[src/rtl/conv_pkg.sv]
// Shared widths, FSM encoding and beat-tag layout for the 3x3 convolution row scheduler.
package conv_pkg;

  localparam int DATA_W = 8;
  localparam int PSUM_W = 25;
  localparam int ACC_W  = 27;
  localparam int DIM_W  = 8;
  localparam int PE_LAT = 3;

  typedef enum logic [1:0] {
    S_IDLE  = 2'd0,
    S_RUN   = 2'd1,
    S_DRAIN = 2'd2,
    S_DONE  = 2'd3
  } state_t;

  // Identifies which kernel row of which output pixel a PE result belongs to.
  typedef struct packed {
    logic [1:0]       k;
    logic [DIM_W-1:0] ox;
    logic [DIM_W-1:0] oy;
  } beat_tag_t;

  function automatic logic signed [ACC_W-1:0] sext_psum(input logic signed [PSUM_W-1:0] p);
    return {{(ACC_W-PSUM_W){p[PSUM_W-1]}}, p};
  endfunction

endpackage

[src/rtl/pe_row_sched_if.sv]
// Control, row-read request and result signals between the scheduler and its environment.
interface pe_row_sched_if;
  import conv_pkg::*;

  logic                     start;
  logic [DIM_W-1:0]         cfg_w;
  logic [DIM_W-1:0]         cfg_h;
  logic                     busy;
  logic                     done;
  logic                     rd_en;
  logic [DIM_W-1:0]         rd_row;
  logic [DIM_W-1:0]         rd_col;
  logic [1:0]               wgt_row_sel;
  logic                     rd_valid;
  logic signed [PSUM_W-1:0] pe_psum;
  logic signed [ACC_W-1:0]  out_data;
  logic                     out_valid;
  logic [DIM_W-1:0]         out_row;
  logic [DIM_W-1:0]         out_col;

  // master: the scheduler, which issues row reads and produces results
  modport master (
    input  start, cfg_w, cfg_h, rd_valid, pe_psum,
    output busy, done, rd_en, rd_row, rd_col, wgt_row_sel,
           out_data, out_valid, out_row, out_col
  );

  // slave: row buffer, PE and pass controller around the scheduler
  modport slave (
    output start, cfg_w, cfg_h, rd_valid, pe_psum,
    input  busy, done, rd_en, rd_row, rd_col, wgt_row_sel,
           out_data, out_valid, out_row, out_col
  );

endinterface

[src/rtl/pe_tag_pipe.sv]
// Delay line carrying each accepted beat's tag alongside the PE pipeline.
module pe_tag_pipe
  import conv_pkg::*;
#(
  parameter int PE_LAT = conv_pkg::PE_LAT
) (
  input  logic      clk,
  input  logic      rst_n,
  input  logic      in_valid,
  input  beat_tag_t in_tag,
  output logic      out_valid,
  output beat_tag_t out_tag,
  output logic      empty
);

  logic [PE_LAT-1:0] vld;
  beat_tag_t         tag [PE_LAT];

  // NOTE: sequential state uses non-blocking assignments so every stage shifts from pre-edge values.
  always_ff @(posedge clk or negedge rst_n) begin
    if (!rst_n) begin
      vld <= '0;
    end else begin
      vld[0] <= in_valid;
      for (int i = 1; i < PE_LAT; i++) vld[i] <= vld[i-1];
    end
  end

  // NOTE: tag payload storage is left unreset; it is only ever read when its valid bit is set.
  always_ff @(posedge clk) begin
    tag[0] <= in_tag;
    for (int i = 1; i < PE_LAT; i++) tag[i] <= tag[i-1];
  end

  assign out_valid = vld[PE_LAT-1];
  assign out_tag   = tag[PE_LAT-1];
  assign empty     = ~|vld;

endmodule

[src/rtl/pe_row_sched.sv]
// Sequences 3-beat row reads per output pixel for a 3x3 convolution and accumulates PE partial sums.
module pe_row_sched
  import conv_pkg::*;
(
  input  logic          clk,
  input  logic          rst_n,
  pe_row_sched_if.master bus
);

  state_t state, state_nx;

  logic [DIM_W-1:0] ox_last, oy_last;
  logic [DIM_W-1:0] ox, oy;
  logic [1:0]       k;

  logic accept, last_beat, cfg_ok, start_ok;
  logic busy, done, rd_en;

  logic      tag_valid, pipe_empty;
  beat_tag_t tag_out;

  logic signed [ACC_W-1:0] acc, psum_ext;
  logic signed [ACC_W-1:0] out_data;
  logic                    out_valid;
  logic [DIM_W-1:0]        out_row, out_col;

  assign accept    = rd_en && bus.rd_valid;
  assign last_beat = (k == 2'd2) && (ox == ox_last) && (oy == oy_last);
  assign cfg_ok    = (bus.cfg_w >= DIM_W'(3)) && (bus.cfg_h >= DIM_W'(3));
  assign start_ok  = (state == S_IDLE) && bus.start;

  always_ff @(posedge clk or negedge rst_n) begin
    if (!rst_n) state <= S_IDLE;
    else        state <= state_nx;
  end

  // NOTE: every always_comb output gets a default first so no path can infer a latch.
  always_comb begin
    state_nx = state;
    busy     = 1'b0;
    done     = 1'b0;
    rd_en    = 1'b0;
    unique case (state)
      S_IDLE: begin
        if (bus.start) state_nx = cfg_ok ? S_RUN : S_DONE;
      end
      S_RUN: begin
        busy  = 1'b1;
        rd_en = 1'b1;
        if (accept && last_beat) state_nx = S_DRAIN;
      end
      S_DRAIN: begin
        busy = 1'b1;
        // Last tag has left the pipe; its result is on out_data this cycle.
        if (pipe_empty) state_nx = S_DONE;
      end
      S_DONE: begin
        busy     = 1'b1;
        done     = 1'b1;
        state_nx = S_IDLE;
      end
      default: state_nx = S_IDLE;
    endcase
  end

  // Beat counter: k fastest, then ox, then oy; advances only on an accepted beat.
  always_ff @(posedge clk or negedge rst_n) begin
    if (!rst_n) begin
      ox_last <= '0;
      oy_last <= '0;
      ox      <= '0;
      oy      <= '0;
      k       <= '0;
    end else if (start_ok && cfg_ok) begin
      ox_last <= bus.cfg_w - DIM_W'(3);
      oy_last <= bus.cfg_h - DIM_W'(3);
      ox      <= '0;
      oy      <= '0;
      k       <= '0;
    end else if (accept) begin
      if (last_beat) begin
        ox <= '0;
        oy <= '0;
        k  <= '0;
      end else if (k != 2'd2) begin
        k <= k + 2'd1;
      end else begin
        k <= '0;
        if (ox == ox_last) begin
          ox <= '0;
          oy <= oy + DIM_W'(1);
        end else begin
          ox <= ox + DIM_W'(1);
        end
      end
    end
  end

  pe_tag_pipe #(.PE_LAT(PE_LAT)) u_tag_pipe (
    .clk       (clk),
    .rst_n     (rst_n),
    .in_valid  (accept),
    .in_tag    ('{k: k, ox: ox, oy: oy}),
    .out_valid (tag_valid),
    .out_tag   (tag_out),
    .empty     (pipe_empty)
  );

  assign psum_ext = sext_psum(bus.pe_psum);

  // pe_psum is only consumed when a tag emerges, so bubble-cycle garbage never reaches acc.
  always_ff @(posedge clk or negedge rst_n) begin
    if (!rst_n) begin
      acc       <= '0;
      out_data  <= '0;
      out_valid <= 1'b0;
      out_row   <= '0;
      out_col   <= '0;
    end else begin
      out_valid <= 1'b0;
      if (tag_valid) begin
        unique case (tag_out.k)
          2'd0: acc <= psum_ext;
          2'd1: acc <= acc + psum_ext;
          2'd2: begin
            out_data  <= acc + psum_ext;
            out_valid <= 1'b1;
            out_row   <= tag_out.oy;
            out_col   <= tag_out.ox;
          end
          default: ;
        endcase
      end
    end
  end

  assign bus.busy        = busy;
  assign bus.done        = done;
  assign bus.rd_en       = rd_en;
  assign bus.rd_row      = oy + DIM_W'(k);
  assign bus.rd_col      = ox;
  assign bus.wgt_row_sel = k;
  assign bus.out_data    = out_data;
  assign bus.out_valid   = out_valid;
  assign bus.out_row     = out_row;
  assign bus.out_col     = out_col;

endmodule

[src/flat_wrapper.sv]
// flat-port wrapper written by rule: the top's interface ports become plain ports
module pe_row_sched_flat import conv_pkg::*;
  (clk, rst_n, bus_start, bus_cfg_w, bus_cfg_h, bus_rd_valid, bus_pe_psum, bus_busy, bus_done, bus_rd_en, bus_rd_row, bus_rd_col, bus_wgt_row_sel, bus_out_data, bus_out_valid, bus_out_row, bus_out_col);
  pe_row_sched_if bus_i ();
  input  logic clk;
  input  logic rst_n;
  input wire logic [$bits(bus_i.start)-1:0] bus_start;
  input wire logic [$bits(bus_i.cfg_w)-1:0] bus_cfg_w;
  input wire logic [$bits(bus_i.cfg_h)-1:0] bus_cfg_h;
  input wire logic [$bits(bus_i.rd_valid)-1:0] bus_rd_valid;
  input wire logic [$bits(bus_i.pe_psum)-1:0] bus_pe_psum;
  output wire logic [$bits(bus_i.busy)-1:0] bus_busy;
  output wire logic [$bits(bus_i.done)-1:0] bus_done;
  output wire logic [$bits(bus_i.rd_en)-1:0] bus_rd_en;
  output wire logic [$bits(bus_i.rd_row)-1:0] bus_rd_row;
  output wire logic [$bits(bus_i.rd_col)-1:0] bus_rd_col;
  output wire logic [$bits(bus_i.wgt_row_sel)-1:0] bus_wgt_row_sel;
  output wire logic [$bits(bus_i.out_data)-1:0] bus_out_data;
  output wire logic [$bits(bus_i.out_valid)-1:0] bus_out_valid;
  output wire logic [$bits(bus_i.out_row)-1:0] bus_out_row;
  output wire logic [$bits(bus_i.out_col)-1:0] bus_out_col;
  assign bus_i.start = bus_start;
  assign bus_i.cfg_w = bus_cfg_w;
  assign bus_i.cfg_h = bus_cfg_h;
  assign bus_i.rd_valid = bus_rd_valid;
  assign bus_i.pe_psum = bus_pe_psum;
  assign bus_busy = bus_i.busy;
  assign bus_done = bus_i.done;
  assign bus_rd_en = bus_i.rd_en;
  assign bus_rd_row = bus_i.rd_row;
  assign bus_rd_col = bus_i.rd_col;
  assign bus_wgt_row_sel = bus_i.wgt_row_sel;
  assign bus_out_data = bus_i.out_data;
  assign bus_out_valid = bus_i.out_valid;
  assign bus_out_row = bus_i.out_row;
  assign bus_out_col = bus_i.out_col;
  pe_row_sched u_core (.clk(clk), .rst_n(rst_n), .bus(bus_i));
endmodule
[config.mk]
export PLATFORM = sky130hd
export DESIGN_NAME = pe_row_sched_flat
export DESIGN_NICKNAME = d
export VERILOG_FILES = /design/src/rtl/conv_pkg.sv /design/src/rtl/pe_row_sched_if.sv /design/src/rtl/pe_tag_pipe.sv /design/src/rtl/pe_row_sched.sv /design/src/flat_wrapper.sv
export SDC_FILE = /design/constraint.sdc
export NUM_CORES = 1
export LEC_CHECK = 0
export ABC_AREA = 1
export CORE_MARGIN = 10
export CORE_UTILIZATION = 30
export DETAILED_ROUTE_END_ITERATION = 8
export PLACE_DENSITY = 0.49
export SYNTH_ARGS = -nofsm -noshare
export SYNTH_HDL_FRONTEND = slang
export SYNTH_HIERARCHICAL = 1
export SYNTH_SLANG_ARGS = --single-unit
[constraint.sdc]
create_clock -name clk -period 2.8 [get_ports clk]
set_input_delay 0.7 -clock clk [delete_from_list [all_inputs] [get_ports clk]]
set_output_delay 0.7 -clock clk [all_outputs]
set_load 0.1 [all_outputs]
Word-level counts from Yosys, hierarchy flattened:

Memory sizes are Yosys's and may differ from the RTL's.
Index checks and enable logic that the tools add are counted.

* order comparisons: 2
* shift-type cells: 0
* reduce and logical (&&, ||, !) cells: 19
* add/sub/neg operators: 7
* div/mod/pow operators: 0
* equal/unequal tests: 13
* multipliers: 0
* bitwise gates (word level): 0
* multiplexer cells: 25

Operators with widths (number)
* $mux 8: 10
* $pmux 27 s2: 1
* $add 27x25->27: 1
* $add 8x1->8 const B: 2
* $eq 8x8->1: 2
* $ge 8x2->1 const B: 2
* $mux 2: 8
* $sub 8x2->8 const B: 2
* $add 8x2->8: 1
* $eq 2x2->1 const B: 4
* $pmux 2 s4: 1
* $logic_and 1x1->1: 7
* $ne 2x2->1 const B: 3
* $reduce_and 2->1: 3
* $reduce_and 3->1: 2
* $reduce_or 3->1: 2
* $mux 1: 5
* $eq 2x1->1 const B: 2
* $logic_not 2->1: 2
* $reduce_bool 2->1: 2
* $ne 3x1->1 const B: 1
* $reduce_bool 3->1: 1
* $add 2x1->2 const B: 1
* $ne 2x1->1 const B: 1

* flip-flop bits (word level): 110
* memory bits (writable): 54
* word-level logic and storage cells: 79
* memory bits (read-only): 0
* latch bits: 0
* memories: 1
* output and inout bits: 65
* input port bits: 45

Memory list
* u_core.u_tag_pipe.tag: words 3, width 18, rd ports 3, clocked after memory_dff 0, wr ports 3, line pe_tag_pipe.sv:17 `beat_tag_t tag [PE_LAT];`

Longest topological paths before layout:

* word-level depth: 6
* mapped depth: 14
* mapped depth without buffers: 14

Modules after synthesis:

The synthesis kept the hierarchy.

By module, submodules not included
* pe_row_sched: area an instance 7302.0 um^2, cells an instance 1028, seq. area each 2677.6 um^2, times used 1
* pe_tag_pipe: area an instance 1308.8 um^2, cells an instance 79, seq. area each 1156.1 um^2, times used 1

Worst setup path after synthesis:

No wires, ideal clock.

* path kind: flip-flop to output port
* start point: reg u_core.k[0], in the netlist u_core/bus.wgt_row_sel[0]
* end point: out bus_rd_row[6]
* slack: -1.401 ns
* required time: 2.100 ns
* stages on the path, launching flop included: 6
* arrival: 3.501 ns
* path buffers: 0
* cells stage by stage: dfrtp_1 -> ha_1 -> inv_1 -> fa_1 -> nor4_1 -> xor2_1

* word-level cells in the longest chain between the ends: 1

RTL lines
* from (decl): line pe_row_sched.sv:14 `logic [1:0] k;`
* from (signal assigned): line pe_row_sched.sv:86 `k <= k + 2'd1;`
* $add 8x2->8: line pe_row_sched.sv:140 `assign bus.rd_row = oy + DIM_W'(k);`
* to (decl): line flat_wrapper.sv:15 `output wire logic [$bits(bus_i.rd_row)-1:0] bus_rd_row;`

No other way between the ends.

Worst setup path in the final report:

* start point: reg u_core.oy[0]
* end point: out bus_rd_row[4]

* word-level cells in the longest chain between the ends: 1

RTL lines
* from (decl): line pe_row_sched.sv:13 `logic [DIM_W-1:0] ox, oy;`
* from (signal assigned): line pe_row_sched.sv:91 `oy <= oy + DIM_W'(1);`
* $add 8x2->8: line pe_row_sched.sv:140

No other way between the ends.

==> metrics <==
status=complete, but fails checks; violated checks=setup timing; post-route clock period utilization=1.01; WL final=approximately 23 mm; top-area cell type share of the netlist area=0.320; Max H-tree Level=4; FP Rows=between 60 and 70; Post-Syn Nets=1,191; register with the highest flop count=u_core/u_tag_pipe/tag; Pleak=~5.6 nW; fin nets=approximately 1,300; GRT overflow=0; Initial DRC Count=around 450; top cells by count, synth=364 x nand2_1, 117 x inv_1, 110 x dfrtp_1, 82 x nor2_1, 56 x nand3_1; clock skew=approximately 11 ps; via count=between 7,000 and 8,000; core area=about 0.028 mm2; top_reg_cell synth=dfrtp_1; setup ws final=-27.3 ps; first-pass GRT wire length=approximately 38 mm; die width=about 190 um; worst-path fanout max=2; Least-Margin Pin Slew=between 600 and 700 ps; global-route usage over all layers=0.133; max reg flops=between 50 and 60; routability cong.=0.852; clock root cell=clkbuf_16; CTS max path bufs=2; pin count of the biggest net entering global routing=between 40 and 50; worst r2r src=u_core/acc[0]$_DFFE_PN0P_; initial core utilization=0.307; Final Hold Viols=0; synthesized flop and latch total=approximately 160; synthesized instance count=1,107; mapped cell area=about 0.0086 mm2; DRT Pass-1 Iters=5; max cap viols=0; PwrDens=1180 mW/mm2; cts bufs inserted=17; num ports=110; Routed Antenna Nets=0; CP endpoint kind=primary output; antenna fix cells=0; initial antenna violation count=0; Num Clock Sinks=between 150 and 200; vias per cell=roughly 4.4; TNS Setup=-34.6 ps; Synth Area per Inst=7.78 um2; PortBufs=109; WP data arrival=2130 ps; Yosys top cell by area=dfrtp_1; Residual DRC=0; worst skew pair latency=~430 ps; max-slew violation count=0; Slew HR=0.586; Worst-path clk slew=~70 ps; dpl ws=-167 ps; register area share after synthesis=0.445; vias in the first global route=approximately 7,300; RSZ-0062 raised after global routing=yes; Worst R2R Path Depth=14; R2R Path End=u_core/acc[16]$_DFFE_PN0P_; Worst setup SP type=flip-flop; fmax=roughly 0.35 GHz; Critical Setup Path Class=reg -> out; Hold/Removal Path Class=in -> async; endpoints failing setup=3; peak supply drop=0.710 mV; Die ar.=0.0359 mm2; r2r setup slk=between 600 and 700 ps; EDFF count, synth=0; Distinct cells, synth=43; min Tclk post-route=roughly 2800 ps; DP HPWL=17.9 mm; Req. time, crit path=around 2100 ps; share of layout cells above drive strength 1=0.169; Area growth, synth to finish=28.3%; routed length per instance=roughly 14 um; # hold bufs at CTS=0; count leader, synth=nand2_1; die height=roughly 190 um; biggest regs=u_core/u_tag_pipe/tag: 54 flops, u_core/acc: 27 flops, u_core/bus.out_data: 27 flops; Ys Warns=6; Synth area leaders=dfrtp_1 32%, nand2_1 16%, dfxtp_1 13%, ha_1 5.4%, inv_1 5.1%; CTS tree=built; Post-synth ARST share=0.671
## metrics by stage
step | hold WS (ps) | power, mW | instances | utilization | area [um2]
2_1_floorplan | 310 | 8.63 | 1107 | - | 8760
3_3_place_gp | 310 | 10.6 | 1594 | 0.369 | 10400
3_5_place_dp | 312 | 10.6 | 1594 | 0.369 | 10400
4_1_cts | 299 | 13.2 | 1629 | 0.392 | 11000
5_1_grt | 313 | 14.0 | 1630 | 0.393 | 11000
6_report | 275 | 13.0 | 1630 | 0.393 | 11000
## per-layer routing
| layer | up-vias | global-route usage | wire, um |
|---|---|---|---|
| met1 | 3312 | 0.162 | 10500 |
| met2 | 123 | 0.231 | 11700 |
| met5 | - | 0 | 0 |
| met4 | 0 | 0.0259 | 163 |
| met3 | 12 | 0.0349 | 1060 |
| li1 | 3736 | - | - |
## how the worst max path moves through the flow
| stage | startpoint | end | slack [ps] | cells past startpoint |
|---|---|---|---|---|
| floorplan | u_core/bus.wgt_row_sel[0]$_DFFE_PN0P_ | bus_rd_row[6] | -60 | 5 |
| global placement | bus_pe_psum[0] | u_core/acc[16]$_DFFE_PN0P_ | -140 | 15 |
| detailed placement | bus_pe_psum[0] | u_core/acc[16]$_DFFE_PN0P_ | -170 | 15 |
| CTS | u_core/bus.wgt_row_sel[0]$_DFFE_PN0P_ | bus_rd_row[6] | -110 | 6 |
| global route | u_core/bus.wgt_row_sel[0]$_DFFE_PN0P_ | bus_rd_row[4] | -110 | 7 |
| finish | u_core/oy[0]$_DFFE_PN0P_ | bus_rd_row[4] | -30 | 7 |
## cell type report
class	count	area (um2)
Tap cell	378	473
Inverter	132	500
Clock inverter	12	155
Timing Repair Buffer	157	1430
Fill cell	2974	17000
Clock buffer	20	467
Multi-Input combinational cell	767	4180
Sequential cell	164	3840
## cell usage in the layout, fill, tap and decap left out, drive strengths merged
cell           instances
a21o                   3
a21oi                 31
a31oi                  4
buf                  114
bufinv                 2
clkbuf                20
clkdlybuf4s50         43
clkinv                 3
dfrtp                110
dfxtp                 54
fa                     2
ha                    37
inv                  139
nand2                372
nand3                 59
nand3b                 2
nand4                 19
nor2                  92
nor2b                  1
nor3                  17
nor3b                  1
nor4                   2
o211ai                 5
o21ai                 58
o21bai                 6
or2                    3
xnor2                 17
xor2                  36
## kinds of logic (layout without fill, tap and decap cells)
logic type,Yosys count,in the layout,share of synthesized area
simple gates,568,568,0.283
buf+inv,176,321,0.0895
flops,164,164,0.445
compound gates,107,107,0.0695
xor+xnor,53,53,0.0539
fa+ha+maj,39,39,0.0584
## power by group
part	internal, mW	switching, mW
registers	3.02	0.383
logic	2.17	4.94
clock network	1.42	1.06
## critical path, stage by stage (launching register included)
cell	delay, ps
dfrtp_1	410
ha_4	160
inv_2	40
fa_2	430
buf_6	150
nor2_4	150
xor2_4	180
buf_12	190
## timing repair
item | 4_1_cts | 5_1_grt
hold endpoints to repair | 0 | 0
endpoints found under the setup margin | 4 | 4
resized for setup | 5 | 3
pin swaps | 5 | 5
buffers inserted | 3 | 1
Power figures use the tool's default switching activity.
